[config.mk]
export PLATFORM = sky130hd
export DESIGN_NAME = reg_pair_unit_flat
export DESIGN_NICKNAME = d
export VERILOG_FILES = /design/src/rtl/reg_pair_unit_if.sv /design/src/rtl/reg_pair_unit.sv /design/src/flat_wrapper.sv
export SDC_FILE = /design/constraint.sdc
export NUM_CORES = 1
export LEC_CHECK = 0
export ABC_AREA = 1
export CAP_MARGIN = 40
export CORE_MARGIN = 8
export CORE_UTILIZATION = 45
export CTS_BUF_LIST = sky130_fd_sc_hd__clkbuf_16
export DETAILED_ROUTE_END_ITERATION = 10
export PLACE_DENSITY = 0.78
export SLEW_MARGIN = 30
export SYNTH_ARGS = -nofsm -noshare
export SYNTH_HDL_FRONTEND = slang
export SYNTH_SLANG_ARGS = --single-unit
[constraint.sdc]
create_clock -name clock -period 1.8 [get_ports clock]
set_clock_uncertainty 0.05 [all_clocks]
set_input_delay 0.36 -clock clock [delete_from_list [all_inputs] [get_ports clock]]
set_output_delay 0.36 -clock clock [all_outputs]
set_load 0.02 [all_outputs]
[src/rtl/reg_pair_unit_if.sv]
`default_nettype none
// ============================================================================
//  Module    : reg_pair_unit_if
//  Purpose   : Decoder-side handshake bundle for reg_pair_unit. The decoder
//              (master) issues one register-pair operation per start pulse
//              and waits for done; the sequencer (slave) reports busy, done,
//              err and the 16-bit result.
//  Signals   : start     - request, accepted only while busy=0
//              op        - 0=INC, 1=DEC, 2=LOAD imm16, 3=READ
//              pair_sel  - 0=BC, 1=DE, 2=HL, 3=illegal
//              imm16     - LOAD value, sampled with start
//              busy      - high whenever the sequencer is not idle
//              done      - one-cycle completion pulse
//              err       - illegal pair_sel seen, held until next accepted start
//              result    - new (or current, for READ) pair value
//  Revision  : 1.0 - initial release
// ============================================================================
interface reg_pair_unit_if;
  logic        start;
  logic [1:0]  op;
  logic [1:0]  pair_sel;
  logic [15:0] imm16;
  logic        busy;
  logic        done;
  logic        err;
  logic [15:0] result;

  modport master (
    output start, op, pair_sel, imm16,
    input  busy, done, err, result
  );

  modport slave (
    input  start, op, pair_sel, imm16,
    output busy, done, err, result
  );
endinterface
`default_nettype wire

[src/rtl/reg_pair_unit.sv]
`default_nettype none
// ============================================================================
//  Module    : reg_pair_unit
//  Purpose   : Sequencer for 16-bit register-pair operations (INC, DEC,
//              LOAD imm16, READ) on an 8-bit register file with two
//              combinational read ports and one write port. Each 16-bit
//              write is split into a low-byte then a high-byte write.
//  Ports     : clock          - rising-edge clock shared with register file
//              reset_n        - asynchronous active-low reset
//              dec            - decoder handshake (reg_pair_unit_if.slave)
//              rf_out1_sel    - register file read port 1 select (high byte)
//              rf_out2_sel    - register file read port 2 select (low byte)
//              rf_data_in     - register file write data
//              rf_data_in_sel - register file write select
//              rf_write_reg   - register file write enable
//              rf_out1        - register file read port 1 data
//              rf_out2        - register file read port 2 data
//  Revision  : 1.0 - initial release
// ============================================================================
module reg_pair_unit (
  input  wire        clock,
  input  wire        reset_n,
  reg_pair_unit_if.slave dec,
  output logic [2:0] rf_out1_sel,
  output logic [2:0] rf_out2_sel,
  output logic [7:0] rf_data_in,
  output logic [2:0] rf_data_in_sel,
  output logic       rf_write_reg,
  input  wire  [7:0] rf_out1,
  input  wire  [7:0] rf_out2
);

  localparam logic [2:0] S_IDLE  = 3'd0;
  localparam logic [2:0] S_READ  = 3'd1;
  localparam logic [2:0] S_WR_LO = 3'd2;
  localparam logic [2:0] S_WR_HI = 3'd3;
  localparam logic [2:0] S_DONE  = 3'd4;

  localparam logic [1:0] OP_INC  = 2'd0;
  localparam logic [1:0] OP_DEC  = 2'd1;
  localparam logic [1:0] OP_LOAD = 2'd2;
  localparam logic [1:0] OP_READ = 2'd3;

  localparam logic [1:0] PAIR_ILLEGAL = 2'd3;

  logic [2:0]  r_state;
  logic [2:0]  w_next_state;

  logic [1:0]  r_op;
  logic [1:0]  r_pair;
  logic [15:0] r_imm;
  logic        r_err;
  logic [15:0] r_result;

  logic [2:0]  w_hi_idx;
  logic [2:0]  w_lo_idx;
  logic [15:0] w_cur;
  logic [15:0] w_new;
  logic        w_accept;

  // Pairs map onto consecutive file slots: BC=0/1, DE=2/3, HL=4/5, so the
  // high index is 2*pair and the low index is 2*pair+1.
  assign w_hi_idx = {r_pair, 1'b0};
  assign w_lo_idx = {r_pair, 1'b1};

  assign w_accept = (r_state == S_IDLE) && dec.start;

  // File reads are combinational, so the pair is visible in READ itself.
  assign w_cur = {rf_out1, rf_out2};

  always_comb begin
    w_new = w_cur;
    case (r_op)
      OP_INC:  w_new = w_cur + 16'd1;
      OP_DEC:  w_new = w_cur - 16'd1;
      OP_LOAD: w_new = r_imm;
      OP_READ: w_new = w_cur;
      default: w_new = w_cur;
    endcase
  end

  // ---------------------------------------------------------------- state
  always_ff @(posedge clock or negedge reset_n) begin
    if (!reset_n) begin
      r_state <= S_IDLE;
    end else begin
      r_state <= w_next_state;
    end
  end

  // ----------------------------------------------------------- next state
  always_comb begin
    w_next_state = r_state;
    case (r_state)
      S_IDLE: begin
        if (dec.start) begin
          w_next_state = (dec.pair_sel == PAIR_ILLEGAL) ? S_DONE : S_READ;
        end
      end
      S_READ:  w_next_state = (r_op == OP_READ) ? S_DONE : S_WR_LO;
      S_WR_LO: w_next_state = S_WR_HI;
      S_WR_HI: w_next_state = S_DONE;
      S_DONE:  w_next_state = S_IDLE;
      default: w_next_state = S_IDLE;
    endcase
  end

  // -------------------------------------------------------------- outputs
  // Register-file controls decode straight from state so an asynchronous
  // reset drops the write enable in the same instant.
  always_comb begin
    rf_out1_sel    = 3'd0;
    rf_out2_sel    = 3'd0;
    rf_data_in     = 8'd0;
    rf_data_in_sel = 3'd0;
    rf_write_reg   = 1'b0;
    case (r_state)
      S_READ: begin
        rf_out1_sel = w_hi_idx;
        rf_out2_sel = w_lo_idx;
      end
      S_WR_LO: begin
        rf_write_reg   = 1'b1;
        rf_data_in_sel = w_lo_idx;
        rf_data_in     = r_result[7:0];
      end
      S_WR_HI: begin
        rf_write_reg   = 1'b1;
        rf_data_in_sel = w_hi_idx;
        rf_data_in     = r_result[15:8];
      end
      default: begin
      end
    endcase
  end

  assign dec.busy   = (r_state != S_IDLE);
  assign dec.done   = (r_state == S_DONE);
  assign dec.err    = r_err;
  assign dec.result = r_result;

  // ------------------------------------------------------------- datapath
  // Operands are captured only on an accepted start, so start pulses while
  // busy cannot disturb an operation in flight. The computed value doubles
  // as the write-data source for both byte writes.
  always_ff @(posedge clock or negedge reset_n) begin
    if (!reset_n) begin
      r_op     <= OP_INC;
      r_pair   <= 2'd0;
      r_imm    <= 16'd0;
      r_err    <= 1'b0;
      r_result <= 16'd0;
    end else if (w_accept) begin
      r_op   <= dec.op;
      r_pair <= dec.pair_sel;
      r_imm  <= dec.imm16;
      r_err  <= (dec.pair_sel == PAIR_ILLEGAL);
      if (dec.pair_sel == PAIR_ILLEGAL) begin
        r_result <= 16'd0;
      end
    end else if (r_state == S_READ) begin
      r_result <= w_new;
    end
  end

endmodule
`default_nettype wire
[src/flat_wrapper.sv]
// flat-port wrapper written by rule: the top's interface ports become plain ports
module reg_pair_unit_flat 
  (clock, reset_n, rf_out1_sel, rf_out2_sel, rf_data_in, rf_data_in_sel, rf_write_reg, rf_out1, rf_out2, dec_start, dec_op, dec_pair_sel, dec_imm16, dec_busy, dec_done, dec_err, dec_result);
  reg_pair_unit_if dec_i ();
  input  wire clock;
  input  wire reset_n;
  output logic [2:0] rf_out1_sel;
  output logic [2:0] rf_out2_sel;
  output logic [7:0] rf_data_in;
  output logic [2:0] rf_data_in_sel;
  output logic rf_write_reg;
  input  wire  [7:0] rf_out1;
  input  wire  [7:0] rf_out2;
  input wire logic [$bits(dec_i.start)-1:0] dec_start;
  input wire logic [$bits(dec_i.op)-1:0] dec_op;
  input wire logic [$bits(dec_i.pair_sel)-1:0] dec_pair_sel;
  input wire logic [$bits(dec_i.imm16)-1:0] dec_imm16;
  output wire logic [$bits(dec_i.busy)-1:0] dec_busy;
  output wire logic [$bits(dec_i.done)-1:0] dec_done;
  output wire logic [$bits(dec_i.err)-1:0] dec_err;
  output wire logic [$bits(dec_i.result)-1:0] dec_result;
  assign dec_i.start = dec_start;
  assign dec_i.op = dec_op;
  assign dec_i.pair_sel = dec_pair_sel;
  assign dec_i.imm16 = dec_imm16;
  assign dec_busy = dec_i.busy;
  assign dec_done = dec_i.done;
  assign dec_err = dec_i.err;
  assign dec_result = dec_i.result;
  reg_pair_unit u_core (.clock(clock), .reset_n(reset_n), .dec(dec_i), .rf_out1_sel(rf_out1_sel), .rf_out2_sel(rf_out2_sel), .rf_data_in(rf_data_in), .rf_data_in_sel(rf_data_in_sel), .rf_write_reg(rf_write_reg), .rf_out1(rf_out1), .rf_out2(rf_out2));
endmodule
==> Word level (Yosys, flattened, before mapping) <==
Cells that the tools add are included.
{ "word_totals": {"register_bits": 40, "output_inout_bits": 37, "elab_cells": 38} }
{ "classes": {"n_addsub": 2, "eq_ne": 10, "mux": 13, "n_reduce_logical": 7} }
{ "ops": {"columns": ["cell", "count"], "rows": [
  ["case mux 16 bit (4 select lines)", 1],
  ["2-to-1 mux 16 bit", 3],
  ["adder 16 x 1 -> 16 bit, second input constant", 1],
  ["case mux 8 bit (2 select lines)", 1],
  ["subtractor 16 x 1 -> 16 bit, second input constant", 1],
  ["2-to-1 mux 3 bit", 5],
  ["case mux 3 bit (4 select lines)", 1],
  ["== test 2 bit, second input constant", 3],
  ["== test 3 x 2 -> 1 bit, second input constant", 2],
  ["case mux 3 bit (2 select lines)", 1],
  ["inequality test 2 bit, second input constant", 2],
  ["== test 3 x 1 -> 1 bit, second input constant", 1],
  ["== test 3 bit, second input constant", 1],
  ["logical NOT 3 bit", 1],
  ["nonzero test 3 bit", 1],
  ["== test 2 x 1 -> 1 bit, second input constant", 1],
  ["logical NOT 2 bit", 1],
  ["AND reduction 2 bit", 1],
  ["nonzero test 2 bit", 1],
  ["OR reduction 2 bit", 1],
  ["logical AND 1 bit", 1],
  ["2-to-1 mux 1 bit", 1]
]} }

==> Logic depth before layout (Yosys ltp) <==
{ "logic_depth": {"word_depth": 4, "mapped_depth": 17, "depth_no_buf": 16} }

==> Worst setup path after synthesis <==
Ideal clock, no wire load.
{ "synth_path": {"kind": "reg-to-output", "from": "register u_core.r_state[2]", "to": "output rf_out2_sel[1]", "t_arrival_ns": 1.947, "required_time_ns": 1.390, "path_slack_ns": -0.557, "path_stages_with_launch": 6, "n_path_buf": 2, "path_cell_list": "dfrtp_1 > nor3_2 > clkinv_1 > clkbuf_1 > nor2_1 > buf_4"} }
{ "synth_via": {"elab_chain_len": 2} }
{ "synth_rtl": {"columns": ["item", "line", "rtl"], "rows": [
  ["from (decl)", "reg_pair_unit.sv:46", "logic [2:0] r_state;"],
  ["from (signal assigned)", "reg_pair_unit.sv:87", "r_state <= w_next_state;"],
  ["== test 3 x 1 -> 1 bit", "reg_pair_unit.sv:117", "case (r_state)"],
  ["2-to-1 mux 3 bit", "reg_pair_unit.sv:117", null],
  ["to (decl)", "flat_wrapper.sv:8", "output logic [2:0] rf_out2_sel;"]
]} }
Every way passes these cells.

==> Final worst setup path <==
{ "layout_path": {"from": "register u_core.r_op[0]", "to": "register u_core.r_result[10] (netlist: u_core.dec.result[10])"} }
{ "layout_via": {"elab_chain_len": 4, "word_cells_on_any_way": 7, "cone_classes": "eq/ne: 3; mux: 3; reduce/logical: 1"} }
{ "layout_rtl": {"columns": ["item", "line", "rtl"], "rows": [
  ["from (decl)", "reg_pair_unit.sv:49", "logic [1:0] r_op;"],
  ["from (signal assigned)", "reg_pair_unit.sv:154", "r_op <= dec.op;"],
  ["== test 2 bit, or another cell as far along", "reg_pair_unit.sv:73", "case (r_op)"],
  ["case mux 16 bit (4 select lines) *", "reg_pair_unit.sv:73", null],
  ["2-to-1 mux 16 bit *", "reg_pair_unit.sv:161", "end else if (r_state == S_READ) begin"],
  ["2-to-1 mux 16 bit *", "reg_pair_unit.sv:153", "end else if (w_accept) begin"],
  ["to (signal assigned)", "reg_pair_unit.sv:162", "r_result <= w_new;"],
  ["to (decl)", "reg_pair_unit.sv:53", "logic [15:0] r_result;"]
]} }
Mark *: on every way between the ends. The rest lies on a longest branch, timed or not. The select of a mux whose other input is x is not followed.
A chain may end at the register's enable or synchronous reset.

==> metrics.md <==
| Metric | Value |
|---|---|
| WP data required | 1920 ps |
| Leading area contributor after synthesis | dfrtp_1 |
| RePlAce Congestion | 0.8888 |
| PD cells | 1943 nW/um2 |
| DR iter-0 viols | 617 |
| Site row count | 29 |
| Worst Tran Pin Value | 652.9 ps |
| Crit. End Element | flop |
| Final std cells w/o fill | 679 |
| Die W | 96.35 um |
| Fmax | 0.4518 GHz |
| Total CTS buffers | 5 |
| Total gr overflow | 0 |
| DRT Pass-1 Iters | 5 |
| # DRC | 0 |
| #FFs+latches synth | 40 |
| Max-cap violations | 0 |
| Syn avg cell area | 6.820 um2 |
| Via density | 6.442 |
| Dpl ws | -351.7 ps |
| First-pass GRT wire length | 19350 um |
| Leakage | 0.002871 uW |
| Ant diodes | 0 |
| Netlist cell types | 31 |
| Crit-path cells | buf_12 > nand2_8 > buf_8 > nand2_2 > nand2_4 > inv_4 > nand2_4 > nor2_4 > nand2_2 > nand2_4 > nand2_1 > nand2_1 > nand2_1 > nand3_1 > nand2_1 > nand2_1 |
| Yosys Warn Count | 0 |
| Yosys top cell area share | 34.45% |
| Slew Viols, Final | 0 |
| Final setup viols | 44 |
| Hpwl dp | 7387 um |
| IO buf count | 74 |
| Commonest non-fill, non-tap cell in the layout | buf_4 |
| CTS Buffer Depth | 2 |
| CP Launch Type | flop |
| # IOs | 76 |
| Placed cells | 623 |
| Post-synth EDFFs | 0 |
| Cell Area, Synth | 2905 um2 |
| Max incr delay on CP | 480 ps |
| Seq/Total Area, Yosys | 34.45% |
| Clk sinks | 40 |
| Root buffer cell | clkbuf_16 |
| DR vias | 4374 |
| Most frequent cells in the layout | buf_4 (79), inv_1 (62), nand2_1 (60) |
| Antenna violations before repair | 0 |
| Die area | 9283 um2 |
| Core Region | 6314 um2 |
| Final WS setup | -413.5 ps |
| Synthesis-to-layout area growth | 100.4% |
| Drt total wl | 17450 um |
| Routed len/inst | 25.70 um |
| Worst-Skew Late Latency | 290 ps |
| Mapped Cells | 426 |
| CP arrival | 2340 ps |
| Outcome | complete, but fails checks |
| Crit path kind | reg2reg |
| Worst rel slew slack | 56.43% |
| Crit path time final | 2214 ps |
| Max VDD drop | 1.638 mV |
| Depth of the CTS H-tree | 2 |
| Ranking of synthesized cells by area | dfrtp_1 (34%), nand2_1 (17%), inv_1 (9.6%), nand3_1 (5.2%), o21ai_0 (5.0%) |
| Die height | 96.35 um |
| Total Routing Usage GR | 27.23% |
| M1 GR Usage | 31.26% |
| Post-synth ARST share | 100.0% |
| Critical Path Most Common Cell | nand2_1 |
| Clk slew on worst S/H paths | 60 ps |
| Fin. Hold Viols | 0 |
| Worst hold-check path type | in2async |
| Worst-path fanout max | 6 |
| GRT met2 Usage | 44.55% |
| Most common flop cell mapped by yosys | dfrtp_1 |
| RSZ-0062 raised after global routing | true |
| Busiest grt layer | met2 |
| Syn Nets | 466 |
| Vias in the first global route | 3911 |
| Nets | 641 |
| Pin count of the biggest net entering global routing | 33 |
| Final ANT Viol Nets | 0 |
| Period utilization | 123.0% |
| Layout cells sized above 1 | 55.65% |
| Slowest stage cell, crit path | dfrtp_2 |
| Initial Util | 46.02% |
| Failing checks | setup timing |
| CTS tree | yes |
| Met3 global-route usage | 6.396% |
## layout make-up
| type | instances | area, um2 |
|---|---|---|
| clock buffers | 5 | 125.1 |
| clock inverters | 3 | 13.76 |
| fillers | 199 | 491.7 |
| inverters | 79 | 312.8 |
| multi-input cells | 293 | 2524 |
| flip-flops and latches | 40 | 1007 |
| well taps | 77 | 96.34 |
| repair buffers | 182 | 1743 |
## path summary, 6_finish.rpt
check	from	to	slack [ps]	cells after the start
worst max-delay path	u_core.r_op[0]	u_core.dec.result[10]	-410	16
worst min-delay path	reset_n	u_core.r_imm[8]	420	2
worst max register to register	u_core.r_op[0]	u_core.dec.result[10]	-410	16
worst min register to register	u_core.dec.result[14]	u_core.dec.result[14]	480	2
max in group asynchronous	reset_n	u_core.r_state[1]	750	3
min in group clock	u_core.dec.result[14]	u_core.dec.result[14]	480	2
## sequential cells by signal, summed over array words and instances, names as in the netlist
| register | flops |
|---|---|
| u_core.r_op | 2 |
| u_core.dec.err | 1 |
| u_core.r_imm | 16 |
| u_core.dec.result | 16 |
| u_core.r_state | 3 |
| u_core.r_pair | 2 |
## cell families (layout without fill, tap and decap cells)
family,count (synthesis),count (layout),synth area share (%)
AOI/OAI and AO/OA,72,72,15.81
xor gates and xnor gates,5,5,1.507
buffers and inverters,94,269,13.61
other,1,1,0.1291
muxes,4,4,1.550
DFF,40,40,34.45
adders and majority gates,1,1,0.4306
and+or+nand+nor,209,210,32.51
## worst max-delay path, delay by kind of cell (launching register included)
family,cells,cell delay [ps]
buffers and inverters,3,370
and+or+nand+nor,13,1190
DFF,1,480
## power breakdown
part           internal [uW]  total (uW)  switching [uW]
Combinational           3640        8680            5040
Clock                    504         876             372
Sequential              1360        1760             399
Total                   5500       11300            5810
## cells in the mapped netlist (all sizes together) (2+ instances only)
master	n
a21oi	10
buf	8
xnor2	5
and2	3
mux2	4
nor2	17
a221oi	12
clkbuf	7
o21ai	29
o21bai	2
o22ai	12
nor3	6
dfrtp	40
inv	78
nand2	151
nand3	32
a41oi	5
## per-stage QoR
stage	TNS [ps]	utilization, %	total power [uW]	cell area [um2]	hold slack [ps]
4_1_cts	-899.1	78.99	8671	4987	416.8
5_1_grt	-7927	92.21	11600	5822	458.1
6_report	-6223	92.21	11310	5822	419.5
2_1_floorplan	-707.1	-	4544	2950	14.41
3_3_place_gp	-5936	65.58	6423	4140	165.9
3_5_place_dp	-6918	65.58	6564	4140	173.1
## timing repair
action / in CTS / in global routing
hold endpoints to repair: 8 / 0
hold buffers: 1 / 0
buffers inserted: 29 / 18
cloned: 2 / 3
gates resized for setup: 214 / 186
pin swaps: 52 / 48
endpoints found under the setup margin: 46 / 49
## metal layers
metal | part of all wire (%) | vias to the layer above | routed length, um
li1 | - | 1719 | -
met1 | 34 | 2066 | 6006
met2 | 46 | 449 | 8078
met3 | 12 | 140 | 2050
met4 | 7.5 | 0 | 1312
met5 | 0 | - | 0
(Power assumes the default switching activity.)
